File: src/rtl/mem_port_arbiter.sv
// Two-master round-robin arbiter for a single-port synchronous RAM.
// Address path is combinational from the owner; read data returns one cycle later.
module mem_port_arbiter #(
  parameter int ADDR_W    = 13,
  parameter int DATA_W    = 16,
  parameter int MAX_BURST = 8
) (
  input  logic              clk,
  input  logic              rst,
  input  logic              m0_req,
  input  logic              m0_wrEn,
  input  logic [ADDR_W-1:0] m0_addr,
  input  logic [DATA_W-1:0] m0_wdata,
  output logic              m0_gnt,
  output logic [DATA_W-1:0] m0_rdata,
  output logic              m0_rvalid,
  input  logic              m1_req,
  input  logic              m1_wrEn,
  input  logic [ADDR_W-1:0] m1_addr,
  input  logic [DATA_W-1:0] m1_wdata,
  output logic              m1_gnt,
  output logic [DATA_W-1:0] m1_rdata,
  output logic              m1_rvalid,
  output logic              wrEn,
  output logic [ADDR_W-1:0] addr_toRAM,
  output logic [DATA_W-1:0] data_toRAM,
  input  logic [DATA_W-1:0] data_fromRAM
);

  typedef enum logic [1:0] {
    IDLE = 2'd0,
    OWN0 = 2'd1,
    OWN1 = 2'd2
  } state_t;

  localparam logic [3:0] LP_MAX = 4'(MAX_BURST);

  state_t     r_state;
  logic [3:0] r_cnt;
  logic       r_last;
  logic       r_rv0;
  logic       r_rv1;

  logic       w_beat0;
  logic       w_beat1;
  logic       w_end0;
  logic       w_end1;
  logic [3:0] w_cnt_nxt;

  assign m0_gnt    = (r_state == OWN0);
  assign m1_gnt    = (r_state == OWN1);
  assign w_beat0   = m0_gnt & m0_req;
  assign w_beat1   = m1_gnt & m1_req;
  assign w_cnt_nxt = r_cnt + 4'd1;
  // Ownership ends on a dropped request or on the last allowed beat.
  assign w_end0    = !m0_req || (w_cnt_nxt == LP_MAX);
  assign w_end1    = !m1_req || (w_cnt_nxt == LP_MAX);

  always_ff @(posedge clk) begin
    if (rst) begin
      r_state <= IDLE;
      r_cnt   <= 4'd0;
      r_last  <= 1'b1;
      r_rv0   <= 1'b0;
      r_rv1   <= 1'b0;
    end else begin
      r_rv0 <= w_beat0 & ~m0_wrEn;
      r_rv1 <= w_beat1 & ~m1_wrEn;
      unique case (r_state)
        IDLE: begin
          r_cnt <= 4'd0;
          if (m0_req && (!m1_req || r_last)) begin
            r_state <= OWN0;
            r_last  <= 1'b0;
          end else if (m1_req) begin
            r_state <= OWN1;
            r_last  <= 1'b1;
          end
        end
        OWN0: begin
          if (w_end0) begin
            r_cnt <= 4'd0;
            if (m1_req) begin
              r_state <= OWN1;
              r_last  <= 1'b1;
            end else if (!m0_req) begin
              r_state <= IDLE;
            end
          end else begin
            r_cnt <= w_cnt_nxt;
          end
        end
        OWN1: begin
          if (w_end1) begin
            r_cnt <= 4'd0;
            if (m0_req) begin
              r_state <= OWN0;
              r_last  <= 1'b0;
            end else if (!m1_req) begin
              r_state <= IDLE;
            end
          end else begin
            r_cnt <= w_cnt_nxt;
          end
        end
        default: begin
          r_state <= IDLE;
          r_cnt   <= 4'd0;
        end
      endcase
    end
  end

  always_comb begin
    wrEn       = 1'b0;
    addr_toRAM = '0;
    data_toRAM = '0;
    if (w_beat0) begin
      wrEn       = m0_wrEn;
      addr_toRAM = m0_addr;
      data_toRAM = m0_wdata;
    end else if (w_beat1) begin
      wrEn       = m1_wrEn;
      addr_toRAM = m1_addr;
      data_toRAM = m1_wdata;
    end
  end

  assign m0_rvalid = r_rv0;
  assign m1_rvalid = r_rv1;
  assign m0_rdata  = r_rv0 ? data_fromRAM : '0;
  assign m1_rdata  = r_rv1 ? data_fromRAM : '0;

endmodule

File: config.mk
export PLATFORM = sky130hd
export DESIGN_NAME = mem_port_arbiter
export DESIGN_NICKNAME = d
export VERILOG_FILES = /design/src/rtl/mem_port_arbiter.sv
export SDC_FILE = /design/constraint.sdc
export NUM_CORES = 1
export LEC_CHECK = 0
export BUFFER_PORTS_ARGS = -buffer_cell sky130_fd_sc_hd__clkbuf_2
export CAP_MARGIN = 20
export CORE_UTILIZATION = 29
export CTS_CLUSTER_DIAMETER = 60
export DETAILED_ROUTE_END_ITERATION = 16
export PLACE_DENSITY = 0.89
export SYNTH_ARGS = -nofsm -noshare
export SYNTH_HDL_FRONTEND = slang
export SYNTH_SLANG_ARGS = --single-unit
File: constraint.sdc
create_clock -name clk -period 1.5 [get_ports clk]
set_clock_uncertainty 0.15 [all_clocks]
set_input_delay 0.3 -clock clk [delete_from_list [all_inputs] [get_ports clk]]
set_output_delay 0.3 -clock clk [all_outputs]
set_load 0.01 [all_outputs]
==> impl_metrics.tcl <==
set metrics [dict create \
    cts-root-buf "clkbuf_8" \
    crit_required_ns 1.05 \
    clkLatencyLatePin_ns 0.24 \
    ys_seq_area_frac 0.163 \
    dp_hpwl_um 4050 \
    drt-initial-drc-count 37 \
    yosysTopAreaCell "a22o_1" \
    setup_ws_ns -0.493 \
    synth_nets 224 \
    vias 1752 \
    start_util 0.303 \
    die_area_sq_um 4070 \
    combinationalPowerShare 0.649 \
    io_pins 146 \
    power_switching_uw 666 \
    reg2reg_slack_ns -0.26 \
    hold_violations 0 \
    power_frac_clock 0.167 \
    violations "setup timing" \
    worstSetupPathType "reg2out" \
    port_buffers 145 \
    yosysTopAreaCellShare 0.237 \
    synthTopCellsByArea "a22o_1 (24%), and2_1 (18%), dfxtp_1 (16%)" \
    htreeDepth 1 \
    total_power_mw 1.75 \
    setup_viol 38 \
    fp.dieW_um 63.8 \
    cts_buffers 3 \
    post-place-ws_ns -0.499 \
    core_area_sq_um 3660 \
    clkTransAtPathRegs_ns 0.05 \
    drive_above_1_share 0.674 \
    dr.pass1.iters 4 \
    drt_wl_total_um 5140 \
    grt_usage 0.250 \
    tightest_slew_ns 0.267 \
    relSlewSlack 0.822 \
    grt_max_degree 18 \
    yosysWarnings 0 \
    rr_worst_depth 8 \
    synth_seq_cells 9 \
    cp_max_fo 7 \
    worst_setup_path_end_kind "primary output" \
    synthesis.area_sq_um 1110 \
    whs_endpoint "m0_rvalid" \
    fin_nets 400 \
    multi_input_area_sq_um 986 \
    grt_pass1_vias 1657 \
    antenna_cells 0 \
    critPathLaunchType "flip-flop" \
    switching_share 0.380 \
    seqPwrFrac 0.184 \
    cell_internal_pwr_mw 1.09 \
    p_per_area_nw_per_um2 740 \
    synthArstFlopShare 0 \
    cts_hold_buf 0 \
    avgSynthCellArea_sq_um 8.03 \
    period_minus_slack_ns 1.99 \
    area_growth_pct 113 \
    reg2reg_to "r_last" \
    synth_edf_count 0 \
    drc_errors 0 \
    hold_path_class "in2reg" \
    irDropWorstVdd_v 0.000793 \
    cts_max_path_buffers 2 \
    post-route-period-util 1.33 \
    synth_most_common_cell "and2_1" \
    cts_tree "done" \
    max_clock_freq_ghz 0.502 \
    regArea_sq_um 195 \
    gr-total-overflow 0 \
    ys_types 32 \
    row_count 22 \
    hold_depth 2 \
    ant_nets 0 \
    place.gp.congestion 0.901 \
    leakage_nw 1.29 \
    wire_per_inst_um 14.2 \
    whs_ns 0.106 \
    routed_via_density 4.85 \
    hp-start "m0_wrEn" \
    arrival_ns 1.54 \
    antenna_found_initial 0 \
    grt_pass1_wl_um 7930 \
    syn-instance-count 138 \
    cts_num_sinks 9 \
    slew_violations 0 \
    die_h_um 63.8 \
    synth.cells.most_frequent "and2_1 (32), a22o_1 (30), dfxtp_1 (9)" \
    drv_cap 0 \
    rsz0062_at_grt "yes" \
    r2r_start "r_state[1]" \
    final_util 0.646 \
    status "finished, violations left" \
    ys.flop_type "dfxtp_1" \
    fillers 322 \
]
==> placed cells by master, fill, tap and decap left out, types with 2 or more instances in the layout <==
cell type | synthesis | final
clkbuf_2 | 0 | 140
and2_1 | 32 | 32
a22o_1 | 30 | 30
buf_4 | 0 | 24
buf_6 | 0 | 10
nand2b_1 | 5 | 5
a21oi_1 | 5 | 5
ha_4 | 0 | 5
nor2_1 | 6 | 4
nor2_4 | 0 | 3
nand3b_1 | 3 | 3
mux2i_1 | 3 | 3
clkbuf_8 | 0 | 3
dfxtp_2 | 0 | 3
dfxtp_4 | 0 | 3
buf_2 | 6 | 3
dfxtp_1 | 9 | 3
inv_4 | 0 | 2
inv_1 | 5 | 2
nand2_1 | 3 | 2
a21boi_2 | 1 | 2
nor2b_1 | 2 | 2
nor3_1 | 2 | 2
==> power by group through the flow <==
stage	Sequential, mW	Combinational (mW)	Clock (mW)
floorplan	0.327	0.547	0
global placement	0.331	0.899	0
detailed placement	0.335	0.920	0
CTS	0.321	1.06	0.303
global route	0.327	1.22	0.315
finish	0.322	1.14	0.292
==> sequential cells by signal, summed over array words and instances, names as in the netlist <==
signal     cells
r_cnt          4
r_state        2
m0_rvalid      1
m1_rvalid      1
r_last         1
==> worst max-delay path by stage <==
stage,startpoint,to,slack (ns),depth (start not counted)
floorplan,r_state[1],addr_toRAM[0],-0.08,7
finish,r_state[1],data_toRAM[14],-0.49,9
global route,r_state[1],data_toRAM[14],-0.57,9
global placement,r_state[1],data_toRAM[15],-0.47,7
detailed placement,r_state[1],data_toRAM[15],-0.50,7
CTS,r_state[1],addr_toRAM[5],-0.50,9
==> critical path, stage by stage (launching register included) <==
cell	delay [ns]
dfxtp_4	0.35
inv_4	0.06
ha_4	0.13
inv_4	0.04
nor2_4	0.11
buf_6	0.12
nor2_4	0.04
buf_6	0.13
a22o_1	0.21
clkbuf_2	0.13
==> area by class of cell <==
| cell class | instances | area share |
|---|---|---|
| timing repair buffer | 179 | 0.446 |
| clock buffer | 4 | 0.0190 |
| tap | 48 | 0.0254 |
| sequential | 9 | 0.0825 |
| multi-input combinational | 116 | 0.417 |
| inverter | 5 | 0.0100 |
==> cells by family (layout without fill, tap and decap cells) <==
group                      Yosys count  in the layout  synth area share
AOI/OAI and AO/OA                   46             46             0.354
xor gates and xnor gates             1              1           0.00790
adders and majority gates            6              6            0.0677
buffers and inverters               14            188            0.0542
DFF                                  9              9             0.163
muxes                                3              3            0.0271
and+or+nand+nor                     59             60             0.326
==> through the flow <==
| step | cells | instance area [sq um] | setup TNS (ns) |
|---|---|---|---|
| finish | 361 | 2370 | -15.69 |
| CTS | 359 | 2310 | -15.45 |
| floorplan | 138 | 1210 | -1.96 |
| global route | 361 | 2370 | -18.28 |
| global placement | 343 | 2090 | -12.45 |
| detailed placement | 343 | 2090 | -13.60 |
==> metal layers <==
layer	global-route usage	wire [um]	vias to the layer above
li1	-	-	860
met1	0.265	1900	797
met5	0	0	-
met2	0.445	2530	89
met4	0.0483	63	0
met3	0.121	643	6
==> repair_timing <==
item,4_1_cts,5_1_grt
endpoints found under the setup margin,70,41
pin swaps,12,8
gates resized for setup,20,13
setup buffers,10,3
cloned,2,0
(Power assumes the default switching activity.)
